## config.mk

```make
export PLATFORM = sky130hd
export DESIGN_NAME = sdram_multi_arbiter
export DESIGN_NICKNAME = d
export VERILOG_FILES = /design/src/rtl/sdram_arb_pkg.sv /design/src/rtl/sdram_arb_tag_fifo.sv /design/src/rtl/sdram_multi_arbiter.sv
export SDC_FILE = /design/constraint.sdc
export NUM_CORES = 1
export LEC_CHECK = 0
export CAP_MARGIN = 40
export CORE_ASPECT_RATIO = 1.25
export CORE_MARGIN = 8
export CORE_UTILIZATION = 25
export CTS_CLUSTER_DIAMETER = 150
export DETAILED_ROUTE_END_ITERATION = 16
export PLACE_DENSITY = 0.54
export SLEW_MARGIN = 15
export SYNTH_ARGS = -nofsm -noshare
export SYNTH_HDL_FRONTEND = slang
export SYNTH_SLANG_ARGS = --single-unit
```

## constraint.sdc

```tcl
create_clock -name clk -period 10.29 [get_ports clk]
set_input_delay 2.058 -clock clk [delete_from_list [all_inputs] [get_ports clk]]
set_output_delay 2.058 -clock clk [all_outputs]
set_load 0.01 [all_outputs]
```

## src/rtl/sdram_arb_pkg.sv

```systemverilog
// sdram_arb_pkg: shared FSM state type and width helper for the SDRAM multi-channel arbiter.
package sdram_arb_pkg;

    typedef enum logic [1:0] {IDLE, ARB, WR_BURST, RD_BURST} state_t;

    // Index width that never collapses to zero bits for single-entry structures.
    function automatic int clog2_min1(input int v);
        return (v > 1) ? $clog2(v) : 1;
    endfunction

endpackage

```

## src/rtl/sdram_arb_tag_fifo.sv

```systemverilog
// sdram_arb_tag_fifo: synchronous FIFO of channel tags for outstanding read bursts.
module sdram_arb_tag_fifo
    import sdram_arb_pkg::*;
#(
    parameter int W     = 2,
    parameter int DEPTH = 4
) (
    input  logic         clk,
    input  logic         rst_n,
    input  logic         push,
    input  logic [W-1:0] din,
    input  logic         pop,
    output logic [W-1:0] dout,
    output logic         full,
    output logic         empty
);
    localparam int IW = clog2_min1(DEPTH);
    localparam int CW = $clog2(DEPTH + 1);

    logic [W-1:0]  mem [DEPTH];
    logic [IW-1:0] wr_idx, rd_idx;
    logic [CW-1:0] cnt;
    logic          do_push, do_pop;

    assign full    = cnt == CW'(DEPTH);
    assign empty   = cnt == '0;
    assign do_push = push && !full;
    assign do_pop  = pop && !empty;
    assign dout    = mem[rd_idx];

    always_ff @(posedge clk or negedge rst_n)
        if (!rst_n) begin
            wr_idx <= '0;
            rd_idx <= '0;
            cnt    <= '0;
        end else begin
            if (do_push) wr_idx <= (wr_idx == IW'(DEPTH - 1)) ? '0 : wr_idx + 1'b1;
            if (do_pop)  rd_idx <= (rd_idx == IW'(DEPTH - 1)) ? '0 : rd_idx + 1'b1;
            cnt <= cnt + CW'(do_push) - CW'(do_pop);
        end

    always_ff @(posedge clk)
        if (do_push) mem[wr_idx] <= din;

endmodule

```

## src/rtl/sdram_multi_arbiter.sv

```systemverilog
// sdram_multi_arbiter: round-robin burst arbiter sharing one SDRAM controller between NUM_CH clients,
// with per-channel address windows and tag-routed read returns.
module sdram_multi_arbiter
    import sdram_arb_pkg::*;
#(
    parameter int NUM_CH    = 4,
    parameter int ADDR_BITS = 21,
    parameter int DATA_BITS = 32,
    parameter int BURST_LEN = 8,
    parameter int CH_SPAN   = 307200,
    parameter int TAG_DEPTH = 4
) (
    input  logic                              clk,
    input  logic                              rst_n,
    input  logic [NUM_CH-1:0]                 ch_enable,
    input  logic [NUM_CH-1:0]                 ch_req,
    input  logic [NUM_CH-1:0]                 ch_we,
    input  logic [NUM_CH*ADDR_BITS-1:0]       ch_addr,
    input  logic [NUM_CH*DATA_BITS-1:0]       ch_wr_din,
    input  logic [NUM_CH*DATA_BITS/8-1:0]     ch_wr_dm,
    output logic [NUM_CH-1:0]                 ch_gnt,
    output logic [NUM_CH-1:0]                 ch_wr_next,
    output logic [NUM_CH-1:0]                 ch_rd_valid,
    output logic [DATA_BITS-1:0]              ch_rd_dout,
    input  logic                              sdram_ready,
    output logic                              sdram_App_wr_en,
    output logic [ADDR_BITS-1:0]              sdram_App_wr_addr,
    output logic [DATA_BITS-1:0]              sdram_App_wr_din,
    output logic [DATA_BITS/8-1:0]            sdram_App_wr_dm,
    output logic                              sdram_App_rd_en,
    output logic [ADDR_BITS-1:0]              sdram_App_rd_addr,
    input  logic                              sdram_Sdr_rd_en,
    input  logic [DATA_BITS-1:0]              sdram_Sdr_rd_dout,
    output logic                              err_orphan
);
    localparam int A      = ADDR_BITS;
    localparam int D      = DATA_BITS;
    localparam int M      = DATA_BITS / 8;
    localparam int CH_W   = clog2_min1(NUM_CH);
    localparam int BEAT_W = $clog2(BURST_LEN) + 1;

    state_t              state, state_nxt;
    logic [CH_W-1:0]     rr_ptr, sel, arb_ch, idx, head;
    logic [A-1:0]        phys, addr;
    logic [BEAT_W-1:0]   beat, ret_cnt;
    logic [NUM_CH-1:0]   elig, rd_valid_q;
    logic [D-1:0]        rd_dout_q;
    logic                found, strobe, last, fifo_full, fifo_empty, push, pop, err_q;

    // Reads need a free tag slot; writes are always eligible.
    assign elig = ch_req & ch_enable & (ch_we | {NUM_CH{~fifo_full}});

    always_comb begin
        found  = 1'b0;
        arb_ch = '0;
        idx    = rr_ptr;
        for (int i = 0; i < NUM_CH; i++) begin
            if (!found && elig[idx]) begin
                found  = 1'b1;
                arb_ch = idx;
            end
            idx = (idx == CH_W'(NUM_CH - 1)) ? '0 : idx + 1'b1;
        end
    end

    always_comb begin
        state_nxt = state;
        case (state)
            IDLE:    state_nxt = |(ch_req & ch_enable) ? ARB : IDLE;
            ARB:     state_nxt = !found ? IDLE : ch_we[arb_ch] ? WR_BURST : RD_BURST;
            default: state_nxt = (strobe && last) ? IDLE : state;
        endcase
    end

    assign strobe            = sdram_ready && (state == WR_BURST || state == RD_BURST);
    assign last              = beat == BEAT_W'(BURST_LEN - 1);
    assign addr              = phys + A'(beat);
    assign sdram_App_wr_en   = strobe && state == WR_BURST;
    assign sdram_App_rd_en   = strobe && state == RD_BURST;
    assign sdram_App_wr_addr = sdram_App_wr_en ? addr : '0;
    assign sdram_App_rd_addr = sdram_App_rd_en ? addr : '0;
    assign sdram_App_wr_din  = sdram_App_wr_en ? ch_wr_din[int'(sel)*D +: D] : '0;
    assign sdram_App_wr_dm   = sdram_App_wr_en ? ch_wr_dm[int'(sel)*M +: M] : '0;
    assign ch_wr_next        = sdram_App_wr_en ? NUM_CH'(1) << sel : '0;
    assign ch_gnt            = (state == ARB && found) ? NUM_CH'(1) << arb_ch : '0;
    assign push              = state == ARB && found && !ch_we[arb_ch];
    assign pop               = sdram_Sdr_rd_en && !fifo_empty && ret_cnt == BEAT_W'(BURST_LEN - 1);

    always_ff @(posedge clk or negedge rst_n)
        if (!rst_n) begin
            state  <= IDLE;
            rr_ptr <= '0;
            sel    <= '0;
            phys   <= '0;
            beat   <= '0;
        end else begin
            state <= state_nxt;
            if (state == ARB && found) begin
                sel    <= arb_ch;
                phys   <= ch_addr[int'(arb_ch)*A +: A] + A'(int'(arb_ch) * CH_SPAN);
                rr_ptr <= (arb_ch == CH_W'(NUM_CH - 1)) ? '0 : arb_ch + 1'b1;
                beat   <= '0;
            end else if (strobe) begin
                beat <= last ? '0 : beat + 1'b1;
            end
        end

    // Return path runs independently of the FSM so reads can overlap new grants.
    always_ff @(posedge clk or negedge rst_n)
        if (!rst_n) begin
            rd_valid_q <= '0;
            rd_dout_q  <= '0;
            ret_cnt    <= '0;
            err_q      <= 1'b0;
        end else begin
            rd_valid_q <= (sdram_Sdr_rd_en && !fifo_empty) ? NUM_CH'(1) << head : '0;
            if (sdram_Sdr_rd_en) rd_dout_q <= sdram_Sdr_rd_dout;
            if (sdram_Sdr_rd_en && fifo_empty) err_q <= 1'b1;
            if (sdram_Sdr_rd_en && !fifo_empty) ret_cnt <= pop ? '0 : ret_cnt + 1'b1;
        end

    assign ch_rd_valid = rd_valid_q;
    assign ch_rd_dout  = rd_dout_q;
    assign err_orphan  = err_q;

    sdram_arb_tag_fifo #(.W(CH_W), .DEPTH(TAG_DEPTH)) u_tag_fifo (
        .clk   (clk),
        .rst_n (rst_n),
        .push  (push),
        .din   (arb_ch),
        .pop   (pop),
        .dout  (head),
        .full  (fifo_full),
        .empty (fifo_empty)
    );

endmodule
```

==> flow_summary.ini <==
[setup_path]
crit_slowest_cell = clkdlybuf4s50_1
r2r-end = phys[19]
rrSetupSlack_ps = 5790
end_kind = output pin
r2r_start = rr_ptr[1]
cpPeakStageDelay_ps = 530
r2r_cells = 16
required_ps = 8230
crit_fanout = 46
cp-start-kind = input pin
crit_path_frequent_cell = clkdlybuf4s50_1
cp.arrival_ps = 5100
worstSetupPathType = input pin to output pin
crit_chain = clkdlybuf4s50_1 -> nor4b_2 -> or2_1 -> a2bb2oi_1 -> nor4b_1 -> o32a_2 -> buf_4 -> ha_1 -> and2_1 -> clkdlybuf4s50_1

[clock_network]
clock-root-buffer = clkbuf_16
clkLatencyLatePin_ps = 340
postCtsHoldBufs = 0
htreeDepth = 3
postCtsSetupRepairBufs = 0
clkSinkCount = 87
cts.clk_slew.worst_paths_ps = 70
cts_buffer_depth = 2
cts_buffers = 9
ctsResizeCount = 0
cts_tree = done

[die]
ios = 401
coreArea_um2 = 26600
initial_core_util = 0.252
die_w_um = 162
die_h_um = 199
die_area_um2 = 32300
num_rows = 67

[grt]
antenna_found_initial = 2
grt_pass1_vias = 6963
grt_max_degree = 55
grt_overflow = 0
grt_pass1_wl_mm = 43.1
grt.total_usage = 0.177

[timing]
max_freq_mhz = 140
worstMarginPinSlew_ps = 648
hold_viol_final = 0
slew_headroom = 0.564
setup_tns_ps = 0
rsz0062_at_grt = false
finalSetupViolCount = 0
fin_ws_ps = 3130
slew_viol_final = 0
final.period_utilization = 0.696
finalClockSkew_ps = 10.7
period_needed_ps = 7160

[route]
dr.pass1.iters = 4
drc_errors = 0
vias_per_cell = 4.70
drtIter0Drc = 291
num_vias = 6430
antenna_left = 0
wirelength_mm = 29.6
avgRoutedWirePerCell_um = 21.6

[pwr]
power_w = 0.00283
power_leakage_nw = 4.50
power_density_nw_per_um2 = 250
ir_worst_vdd_uv = 134

[min_path]
hp-start = err_orphan
hold_path.class = register to register
min_path_cells = 1
min_delay_worst_endpoint = err_orphan

[placed_design]
io_buffers = 400
dp_hpwl_mm = 24.7
placed_area_um2 = 11100
place.gp.congestion = 0.874
dp_slack_ps = 3110

[synth]
synthCells = 636
synthMuxAreaShare = 0.266
synth_cell_types = 57
synth-compound-area-share = 0.0874
ys_warn_count = 0
ys_top_cells_by_area = dfrtp_1 30%, mux4_2 13%, mux2_2 9.1%, ha_1 5.4%, mux2i_1 4.0%
synth_seq_cells = 87
syn_area_um2 = 6680
synth_fa_ha_area_frac = 0.0633
synth.largest_area_cell = dfrtp_1
synth_top_area_frac = 0.296
ys_seq_area_frac = 0.332
ys.flop_type = dfrtp_1
syn_nets = 944
yosys.area_share.simple = 0.174
synth_edf_count = 8
synthXorXnorAreaFrac = 0.0380
synth_top_family_by_area = multiplexers
async_flop_share = 0.908
synth.avg_cell_area_um2 = 10.5

[finish]
finalInstanceArea_um2 = 11400
drive_gt1_frac = 0.135
regArea_um2 = 2220
syn2layout_area_growth_pct = 70.0
diodes = 0
final_nets = 1325
final_util = 0.427
n_fill_cell = 2604
multi_input_comb_area_um2 = 4210

[outcome]
status = finished clean

[run]
maxCapViolCount = 0
final cells by class:
type | instances | share of cell area
timing repair buffer | 411 | 0.364
multi-input combinational | 488 | 0.371
inverter | 20 | 0.00661
sequential | 87 | 0.195
tap | 345 | 0.0380
clock buffer | 11 | 0.0214
clock inverter | 5 | 0.00352
cell usage after synthesis, types with 16 or more instances:
library cell and n:
mux4_2 38, and2_1 42, nand2_1 25, mux2_2 54, nor2_1 66, xnor2_1 16, inv_1 18, ha_1 29
nor2b_1 28, clkbuf_1 24, dfrtp_1 79, mux2i_1 27, a211oi_1 20, a21oi_1 33
critical path, delay by kind of cell:
| kind | cells | cell delay [ps] |
|---|---|---|
| buf+inv | 3 | 1420 |
| simple gates | 4 | 1000 |
| compound gates | 2 | 370 |
| fa+ha+maj | 1 | 230 |
where the power goes:
| part | switching (W) | internal, W |
|---|---|---|
| sequential | 0.000130 | 0.000460 |
| combinational | 0.000971 | 0.000956 |
| clock | 0.000146 | 0.000172 |
metrics by stage:
| stage | hold WS [ps] | instances |
|---|---|---|
| finish | 469 | 1367 |
| global route | 500 | 1367 |
| CTS | 479 | 1367 |
| detailed placement | 451 | 1351 |
| global placement | 446 | 1347 |
| floorplan | 459 | 636 |
layout by cell type (no fill, tap or decap), types with 20 or more instances in the layout:
| cell | instances |
|---|---|
| ha_1 | 29 |
| a21oi_1 | 32 |
| mux2_2 | 54 |
| clkdlybuf4s50_1 | 399 |
| and2_1 | 42 |
| nor2_1 | 66 |
| nor2b_1 | 28 |
| mux2i_1 | 27 |
| mux4_2 | 38 |
| dfrtp_1 | 78 |
| a211oi_1 | 20 |
| nand2_1 | 25 |
metal layers:
layer	global-route usage	vias to the layer above	share of wire
met4	0.0536	0	0.019
met1	0.198	3038	0.38
met3	0.0503	22	0.089
met5	0	-	0
met2	0.318	305	0.51
li1	-	3065	-
kinds of logic (layout without fill, tap and decap cells):
family,count (synthesis),in the layout
and+or+nand+nor,218,218
AOI/OAI and AO/OA,87,87
DFF,87,87
buffers and inverters,61,447
adders and majority gates,32,32
muxes,122,122
xor gates and xnor gates,29,29
registers in the layout, indices dropped and copies added, names as in the netlist, 3 cells and up:
| signal | count |
|---|---|
| ch_rd_dout | 32 |
| u_tag_fifo.cnt | 3 |
| phys | 21 |
| beat | 4 |
| ch_rd_valid | 4 |
| ret_cnt | 4 |
| u_tag_fifo.mem | 8 |
how the worst max path moves through the flow:
stage / slack [ps] / cells past startpoint / startpoint / to
after detailed placement: 3110 / 10 / ch_we[0] / ch_gnt[2]
after CTS: 3100 / 10 / ch_we[0] / ch_gnt[2]
after global routing: 2940 / 10 / ch_we[0] / ch_gnt[0]
final: 3130 / 10 / ch_we[0] / ch_gnt[0]
after global placement: 3000 / 9 / ch_we[2] / ch_gnt[3]
after floorplan: 4070 / 11 / ch_we[0] / ch_gnt[3]
Power figures use the tool's default switching activity.
